### src/rtl/branch_history_table.sv
`default_nettype none
// ============================================================================
//  Module      : branch_history_table
//  Description : Direct-mapped, partially tagged branch history table with a
//                2-bit saturating direction counter per entry. Fetch lookups
//                are purely combinational; resolved-branch updates from
//                execute are written on the rising clock edge and become
//                visible to lookups from the following cycle.
//  Revision    : 1.0 - initial release
// ----------------------------------------------------------------------------
//  Ports
//    clk            in   1       single clock, rising edge
//    rstn           in   1       asynchronous active-low reset
//    PC             in   WORD    fetch PC being looked up
//    predict        out  1       taken prediction for PC
//    hit            out  1       PC matches a valid entry
//    upd_valid      in   1       resolved-branch update this cycle
//    upd_PC         in   WORD    PC of the resolved branch
//    upd_taken      in   1       actual branch direction
//    upd_mispredict in   1       front-end prediction was wrong
//    flush_all      in   1       synchronous invalidate of every entry
//    upd_cnt        out  32      saturating count of accepted updates
//    mis_cnt        out  32      saturating count of mispredicted updates
// ============================================================================
`ifndef WORD
`define WORD 32
`endif

module branch_history_table #(
  parameter int IDX_W = 6,
  parameter int TAG_W = 6
) (
  input  logic               clk,
  input  logic               rstn,
  input  logic [`WORD-1:0]   PC,
  output logic               predict,
  output logic               hit,
  input  logic               upd_valid,
  input  logic [`WORD-1:0]   upd_PC,
  input  logic               upd_taken,
  input  logic               upd_mispredict,
  input  logic               flush_all,
  output logic [31:0]        upd_cnt,
  output logic [31:0]        mis_cnt
);

  localparam int ENTRIES = 1 << IDX_W;
  // Lowest and highest PC bit that participates in index/tag.
  localparam int FLD_LO  = 2;
  localparam int FLD_HI  = IDX_W + TAG_W + 1;

  localparam logic [1:0] c_ctr_reset = 2'b01;  // weakly not-taken
  localparam logic [1:0] c_ctr_alloc = 2'b10;  // weakly taken
  localparam logic [31:0] c_cnt_max  = 32'hFFFF_FFFF;

  // --------------------------------------------------------------------------
  // Field extraction
  // --------------------------------------------------------------------------
  logic [IDX_W-1:0] w_lk_idx;
  logic [TAG_W-1:0] w_lk_tag;
  logic [IDX_W-1:0] w_up_idx;
  logic [TAG_W-1:0] w_up_tag;

  assign w_lk_idx = PC[IDX_W+1:FLD_LO];
  assign w_lk_tag = PC[FLD_HI:IDX_W+2];
  assign w_up_idx = upd_PC[IDX_W+1:FLD_LO];
  assign w_up_tag = upd_PC[FLD_HI:IDX_W+2];

  // Byte-offset and upper PC bits carry no information for this table.
  logic w_unused_pc_bits;
  assign w_unused_pc_bits = ^{PC[`WORD-1:FLD_HI+1], PC[1:0],
                              upd_PC[`WORD-1:FLD_HI+1], upd_PC[1:0]};

  // --------------------------------------------------------------------------
  // Read-side views of the per-entry state
  // --------------------------------------------------------------------------
  logic [ENTRIES-1:0] w_valid;
  logic [TAG_W-1:0]   w_tag [ENTRIES];
  logic [1:0]         w_ctr [ENTRIES];

  // --------------------------------------------------------------------------
  // Fetch lookup (zero latency, reads pre-update state: no write bypass)
  // --------------------------------------------------------------------------
  logic w_lk_hit;

  assign w_lk_hit = w_valid[w_lk_idx] && (w_tag[w_lk_idx] == w_lk_tag);
  assign hit      = w_lk_hit;
  assign predict  = w_lk_hit & w_ctr[w_lk_idx][1];

  // --------------------------------------------------------------------------
  // Update decode, shared by all entries
  // --------------------------------------------------------------------------
  logic       w_up_hit;
  logic [1:0] w_up_ctr;
  logic [1:0] w_up_ctr_nxt;

  assign w_up_hit = w_valid[w_up_idx] && (w_tag[w_up_idx] == w_up_tag);
  assign w_up_ctr = w_ctr[w_up_idx];

  always_comb begin
    w_up_ctr_nxt = w_up_ctr;
    if (upd_taken) begin
      if (w_up_ctr != 2'b11) w_up_ctr_nxt = w_up_ctr + 2'd1;
    end else begin
      if (w_up_ctr != 2'b00) w_up_ctr_nxt = w_up_ctr - 2'd1;
    end
  end

  // A hit trains the counter; a taken miss (re)allocates, evicting any alias;
  // a not-taken miss is not worth an entry and leaves the table alone.
  logic w_do_train;
  logic w_do_alloc;

  assign w_do_train = upd_valid &  w_up_hit;
  assign w_do_alloc = upd_valid & ~w_up_hit & upd_taken;

  // --------------------------------------------------------------------------
  // Per-entry storage
  // --------------------------------------------------------------------------
  for (genvar gi = 0; gi < ENTRIES; gi++) begin : g_entry
    logic             r_vld;
    logic [TAG_W-1:0] r_tg;
    logic [1:0]       r_ct;
    logic             w_sel;

    assign w_sel = (w_up_idx == IDX_W'(gi));

    // Flush wins over a same-cycle update; the whole entry is written in one
    // edge so an asynchronous reset can never leave it half-updated.
    always_ff @(posedge clk or negedge rstn) begin
      if (!rstn) begin
        r_vld <= 1'b0;
        r_tg  <= '0;
        r_ct  <= c_ctr_reset;
      end else if (flush_all) begin
        r_vld <= 1'b0;
      end else if (w_sel && w_do_train) begin
        r_ct  <= w_up_ctr_nxt;
      end else if (w_sel && w_do_alloc) begin
        r_vld <= 1'b1;
        r_tg  <= w_up_tag;
        r_ct  <= c_ctr_alloc;
      end
    end

    assign w_valid[gi] = r_vld;
    assign w_tag[gi]   = r_tg;
    assign w_ctr[gi]   = r_ct;
  end

  // --------------------------------------------------------------------------
  // Statistics: counted on every update, even one dropped by flush_all
  // --------------------------------------------------------------------------
  logic [31:0] r_upd_cnt;
  logic [31:0] r_mis_cnt;

  always_ff @(posedge clk or negedge rstn) begin
    if (!rstn) begin
      r_upd_cnt <= '0;
      r_mis_cnt <= '0;
    end else if (upd_valid) begin
      if (r_upd_cnt != c_cnt_max) r_upd_cnt <= r_upd_cnt + 32'd1;
      if (upd_mispredict && (r_mis_cnt != c_cnt_max))
        r_mis_cnt <= r_mis_cnt + 32'd1;
    end
  end

  assign upd_cnt = r_upd_cnt;
  assign mis_cnt = r_mis_cnt;

endmodule
`default_nettype wire

### config.mk
export PLATFORM = sky130hd
export DESIGN_NAME = branch_history_table
export DESIGN_NICKNAME = d
export VERILOG_FILES = /design/src/rtl/branch_history_table.sv
export SDC_FILE = /design/constraint.sdc
export NUM_CORES = 1
export LEC_CHECK = 0
export CORE_MARGIN = 3
export CORE_UTILIZATION = 55
export CTS_CLUSTER_DIAMETER = 50
export DETAILED_ROUTE_END_ITERATION = 8
export PLACE_DENSITY = 0.8
export SLEW_MARGIN = 25
export SYNTH_ARGS = -nofsm -noshare
export SYNTH_HDL_FRONTEND = slang
export SYNTH_SLANG_ARGS = --single-unit
export TNS_END_PERCENT = 5
### constraint.sdc
create_clock -name clk -period 9.3 [get_ports clk]
set_input_delay 1.86 -clock clk [delete_from_list [all_inputs] [get_ports clk]]
set_output_delay 1.86 -clock clk [all_outputs]
set_load 0.05 [all_outputs]
==> results of run 1 <==
==> layout make-up <==
| cell class | count | area (um^2) | share of cell area |
|---|---|---|---|
| multi-input combinational | 1647 | 18400 | 0.461 |
| sequential | 640 | 16100 | 0.404 |
| clock buffer | 109 | 2210 | 0.0554 |
| timing repair buffer | 155 | 1490 | 0.0374 |
| tap | 855 | 1070 | 0.0268 |
| clock inverter | 27 | 348 | 0.00873 |
| inverter | 74 | 280 | 0.00703 |
| antenna | 1 | 2.50 | 0.0000628 |
==> layer usage <==
| layer | vias up | share of wire | global-route usage |
|---|---|---|---|
| met3 | 359 | 0.11 | 0.0874 |
| met4 | 2 | 0.056 | 0.158 |
| met1 | 12400 | 0.38 | 0.411 |
| met5 | - | 0.00020 | 0 |
| li1 | 9775 | - | - |
| met2 | 1453 | 0.45 | 0.456 |
==> power by group through the flow <==
stage                     sequential (uW)  combinational, uW  clock [uW]
after floorplan                      3150                505           0
after global placement               3070                846           0
after detailed placement             3090                873           0
after CTS                            3040                878        3080
after global routing                 3060                929        3200
final                                3050                884        3060
==> metrics by stage <==
stage | utilization | hold WS [ns] | total power (uW) | setup slack (ns)
detailed placement | 0.577 | 0.481 | 3960 | 0.775
floorplan | - | 0.459 | 3650 | 0.919
CTS | 0.617 | 0.492 | 7000 | 0.756
global placement | 0.577 | 0.471 | 3920 | 0.788
global route | 0.618 | 0.517 | 7190 | 0.847
finish | 0.618 | 0.488 | 6980 | 0.947
==> registers in the layout, summed over array words and instances (netlist names) <==
signal and flops:
g_entry.r_ct 128, g_entry.r_tg 384, g_entry.r_vld 64, mis_cnt 32, upd_cnt 32
==> final timing paths <==
check                                      end  cells past startpoint
max in group asynchronous  g_entry[10].r_tg[1]                      3
min in group asynchronous  g_entry[52].r_tg[0]                      1
min reg2reg                g_entry[41].r_ct[0]                      2
min                        g_entry[41].r_ct[0]                      2
max                                        hit                     10
max reg2reg                g_entry[32].r_tg[5]                     10
==> critical path, cell delays in order <==
cell             delay (ns)
clkbuf_8               0.52
buf_4                  0.40
mux4_2                 0.55
mux4_2                 0.55
mux4_2                 0.54
xnor2_1                0.16
nand4_1                0.12
nor4_2                 0.68
buf_4                  0.26
clkdlybuf4s50_1        0.80
==> layout by cell type, fill, tap and decap left out, drive strengths merged, types with 6 or more instances in the layout <==
cell type / count
xor2: 20
and3: 13
nor3: 50
xnor2: 54
mux2: 393
nor2: 106
nand2: 97
bufinv: 6
mux4: 262
and4: 7
nor2b: 12
mux2i: 104
a221oi: 12
or3: 27
clkdlybuf4s50: 78
nand4: 17
and2: 6
nand3: 62
a211oi: 9
o22ai: 42
nand2b: 10
dfrtp: 576
a22oi: 56
clkinv: 13
o22a: 64
clkbuf: 111
inv: 81
a21oi: 25
nor4: 8
dfstp: 64
o21ai: 156
buf: 75
==> cell families after synthesis <==
kind of cell / Yosys count / synth area share
compound gates: 388 / 0.0715
mux: 759 / 0.351
xor+xnor: 74 / 0.0181
buf+inv: 300 / 0.0408
fa+ha+maj: 3 / 0.000976
simple gates: 423 / 0.0686
flops: 640 / 0.449
==> metrics, run 1 <==
Max Cap Violations 0; pwr dens around 180 nW/um^2; Max Fanout on Critical Path 46; Async SR Flop Fraction 1.00; cell at the root of the clock tree clkbuf_16; Post-Syn Area about 36,000 um^2; input/output buffers 95; Fmax about 120 MHz; switching power as a share of total power 0.265; setup TNS 0 ns; launch point of the worst reg-to-reg path g_entry[10].r_tg[1]; DR DRC count 0; sort of element at the start of the critical path input pin; Core Area 64,500 um^2; combinational cell fraction of total power 0.127; clock latency reported for the late side of the worst-skew pair 0.64 ns; Cells after DPL 3,368; launch point of the worst path PC[2]; total iterations of the first detailed-routing run 6; cell with the most instances after synthesis dfrtp_1; number of non-filler instances in the completed layout between 3k and 4k; Netlist cell types around 70; final instance area 39,900 um^2; total number of vias 24.0k; number of antenna violations at the first check in global routing 1; clk sinks between 600 and 700; post-detail-place hpwl 66,400 um; path class of the lowest-slack min-delay path flip-flop to flip-flop; hold bufs inserted after CTS 0; Final Max Slew Viols 0; peak ir drop on the vdd network between 0.2 and 0.25 mV; Final setup violation count 0; worst slew margin relative to its limit 0.221; H-tree depth 3; post-synthesis average cell area 13.9 um^2; clk buf depth 3; number of core rows 93; growth of design area from synthesis to finish 11.1%; transition time of the tightest slew-check pin about 1.2 ns; wire length of the first global-routing pass between 150,000 and 200,000 um; setup repair after global routing missed its margin false; maximum number of pins on one net before global-route repair around 150; Arr. time, crit path about 6.5 ns; library cell with the largest summed area after synthesis dfrtp_1; number of fill cells ~4.6k; Synthesized Nets 2,659; Overall Global Routing Usage 0.305; switching power summed over all nets 1850 uW; die area ~68,000 um^2; Die X ~260 um; Seq cells post-synth 640; Required @ worst endpoint ~7.4 ns; fraction of post-synthesis cell area in the top cell type by area 0.402; fraction of the yosys area taken by sequential cells 0.449; antenna-violating nets left 0; post-CTS setup repair buffer count 0; CP Capture Type output port; Initial Util 0.557; via density per instance around 6.8; WL per Instance between 20 and 30 um; post-CTS clock slew at the launch and capture registers of the worst setup and hold paths ~0.060 ns; Gates resized, CTS repair 0; placement-stage cell area approximately 37,000 um^2; r2r setup slk about 4.7 ns; most area-consuming cells after synthesis dfrtp_1 (40%), mux4_2 (16%), mux2_4 (14%); most common flop cell mapped by yosys dfrtp_1; share of layout cells above drive strength 1 0.345; share of the clock period used by the worst path after layout 0.898; fin nets about 2.7k; Worst Clk Skew 0.0352 ns; Congestion Overflow GR 0; most numerous cell types in the synthesized netlist dfrtp_1 (576), mux2_4 (330), mux4_2 (261); Tmin final between 8 and 9 ns; DRT iter0 DRCs between 3k and 4k; share of power burned in the clock network 0.437; number of placed I/O pins 136; share of power burned in registers 0.436; gate count of the mapped netlist between 2k and 3k; DIE HEIGHT 261 um; number of buffers added by the clock tree synthesis step between 70 and 80; worst setup path class input pin to output port; Int Power roughly 5100 uW; Final Routed Wirelength 102,000 um; P_leak 0.0173 uW; via count of the first global-routing pass approximately 25k; final weighted congestion in routability-driven placement 0.952; Hold Fails Final Rpt 0; CTS tree yes; min-delay src g_entry[41].r_ct[0]; YS warnings 0; outcome complete, no violations; number of enable flip-flop cells after synthesis 0
(Power assumes the default switching activity.)
==> run 2, diff against run 1 <==
--- a/config.mk
+++ b/config.mk
@@ -6,10 +6,10 @@
 export NUM_CORES = 1
 export LEC_CHECK = 0
 export CORE_MARGIN = 3
-export CORE_UTILIZATION = 55
+export CORE_UTILIZATION = 45
 export CTS_CLUSTER_DIAMETER = 50
 export DETAILED_ROUTE_END_ITERATION = 8
-export PLACE_DENSITY = 0.8
+export PLACE_DENSITY = 0.69
 export SLEW_MARGIN = 25
 export SYNTH_ARGS = -nofsm -noshare
 export SYNTH_HDL_FRONTEND = slang
==> run 2 against run 1 <==
Compared with the run above: global-route usage decreased by 5.6 points; critical endpoint is now predict; fmax rose by 4.2%; setup slack better by 0.34 ns; sequential share of layout area fell by 0.44 points.
==> metrics, run 2 (synthesized netlist as in run 1, its figures left out) <==
maximum number of pins on one net before global-route repair approximately 180; share of the clock period used by the worst path after layout 0.862; commonest cells after routing, fill and taps aside dfrtp_1 (576), mux2_4 (330), mux4_2 (261); Overall Global Routing Usage 0.250; Largest register FFs approximately 380; highest routed metal layer met4; clk sinks 640; Die X 288 um; peak ir drop on the vdd network around 0.13 mV; clock latency reported for the late side of the worst-skew pair approximately 0.64 ns; DR DRC count 0; number of fill cells about 6.3k; commonest non-fill, non-tap cell in the layout dfrtp_1; highest cell delay on the worst timing path around 0.80 ns; number of antenna violations at the first check in global routing 0; path class of the lowest-slack min-delay path flip-flop to flip-flop; number of core rows ~100; worst setup path class input pin to output port; clk buf depth 3; sort of element at the start of the critical path input pin; register cell area after layout 16,100 um^2; Final Max Slew Viols 0; logic depth of the worst register-to-register path 11; post-CTS clock slew at the launch and capture registers of the worst setup and hold paths 0.06 ns; detailed-route wire length on metal 1 around 43,000 um; met3 layer wire length in the routed design just under 9000 um; Gates resized, CTS repair 0; Worst Clk Skew between 0.03 and 0.04 ns; footprint of the multi-input gates about 18,000 um^2; Initial Util 0.459; Fmax 125 MHz; outcome complete, no violations; number of placed I/O pins 136; transition time of the tightest slew-check pin 1.06 ns; hold bufs inserted after CTS 0; Tmin final about 8.0 ns; input/output buffers 95; via count of the first global-routing pass about 25k; Top Registers g_entry.r_tg x384, g_entry.r_ct x128, g_entry.r_vld x64; CP Capture Type output port; worst slew margin relative to its limit 0.293; post-detail-place hpwl between 60,000 and 70,000 um; final weighted congestion in routability-driven placement slightly below 0.9; share of layout cells above drive strength 1 0.350; Max Fanout on Critical Path between 40 and 50; setup TNS 0 ns; CTS tree yes; Congestion Overflow GR 0; cell repeated most along the worst path mux4_2; total iterations of the first detailed-routing run 6; total number of vias 23.8k; WL per Instance roughly 28 um; r2r setup slk between 4 and 5 ns; Arr. time, crit path approximately 6.2 ns; Post-Route Utilization 0.515; Core Area around 80,000 um^2; H-tree depth 3; via density per instance around 6.4; growth of design area from synthesis to finish 12.3%; min-delay src upd_cnt[10]; number of buffers added by the clock tree synthesis step a little under 80; Required @ worst endpoint around 7.4 ns; hold path endpoint upd_cnt[10]; antenna-violating nets left 0; P_leak 0.0174 uW; Final setup violation count 0; Hold Fails Final Rpt 0; cell at the slowest stage of the critical path clkdlybuf4s50_1; wire length of the first global-routing pass 158,000 um; Worst Hold Depth 1; die area around 83,000 um^2; post-CTS setup repair buffer count 0; Max Cap Violations 0; cell at the root of the clock tree clkbuf_16; cell breakdown of the critical path buf_8 -> buf_4 -> mux4_2 -> mux4_2 -> mux4_2 -> xnor2_1 -> nand4_1 -> nor4_1 -> buf_4 -> and2_1 -> clkdlybuf4s50_1; delay-heaviest family, CP buffers and inverters; pwr dens between 150 and 200 nW/um^2; setup repair after global routing missed its margin false; routed wl met2 ~47,000 um; DRT iter0 DRCs around 2.7k; launch point of the worst reg-to-reg path g_entry[10].r_tg[0]; fin nets approximately 2.7k; buffers and inverters on the worst path 4; Final Routed Wirelength between 100,000 and 150,000 um; Largest Register g_entry.r_tg; DIE HEIGHT 288 um; endpoint of the worst register-to-register path g_entry[37].r_tg[5]
-- run 2: cell types whose count changed in the layout (fill, tap and decap cells not counted), moves of 2 or more --
| cell | before | now |
|---|---|---|
| inv_8 | 0 | 2 |
| clkinv_4 | 3 | 5 |
| clkinvlp_4 | 1 | 6 |
| clkbuf_1 | 17 | 11 |
| buf_6 | 3 | 5 |
| bufinv_16 | 6 | 11 |
-- run 2: final cells by class --
type                            instances  share of cell area
Multi-Input combinational cell       1647               0.456
Sequential cell                       640               0.399
Clock buffer                          102              0.0536
Timing Repair Buffer                  157              0.0368
Tap cell                             1040              0.0323
Clock inverter                         42              0.0150
Inverter                               74             0.00696
Antenna cell                            1           0.0000621
-- run 2: worst max path at each step --
stage	slack, ns	end	cells after the start	startpoint
floorplan	0.92	predict	11	PC[2]
global placement	1.20	predict	11	PC[2]
detailed placement	1.34	predict	11	PC[2]
CTS	1.30	predict	11	PC[2]
global route	1.05	predict	11	PC[2]
finish	1.28	predict	11	PC[2]
-- run 2: routing by layer --
metal / global-route usage / vias up
met4: 0.108 / 0
met1: 0.354 / 12600
met3: 0.0485 / 271
met2: 0.377 / 1210
met5: 0 / -
li1: - / 9782
-- run 2: power breakdown --
group	total, uW	internal (uW)	switching, uW
registers	3050	2920	128
logic	879	386	493
clock network	3250	1970	1280
total	7180	5280	1900
-- run 2: stage by stage --
stage	instances	instance area [um^2]	power, uW	worst slack [ns]	hold slack [ns]
after global routing	3702	40300	7400	1.05	0.495
after CTS	3700	40200	7210	1.30	0.486
after floorplan	2587	35900	3650	0.919	0.459
final	3703	40300	7180	1.28	0.480
after detailed placement	3556	37500	3960	1.34	0.477
after global placement	3556	37500	3930	1.20	0.470
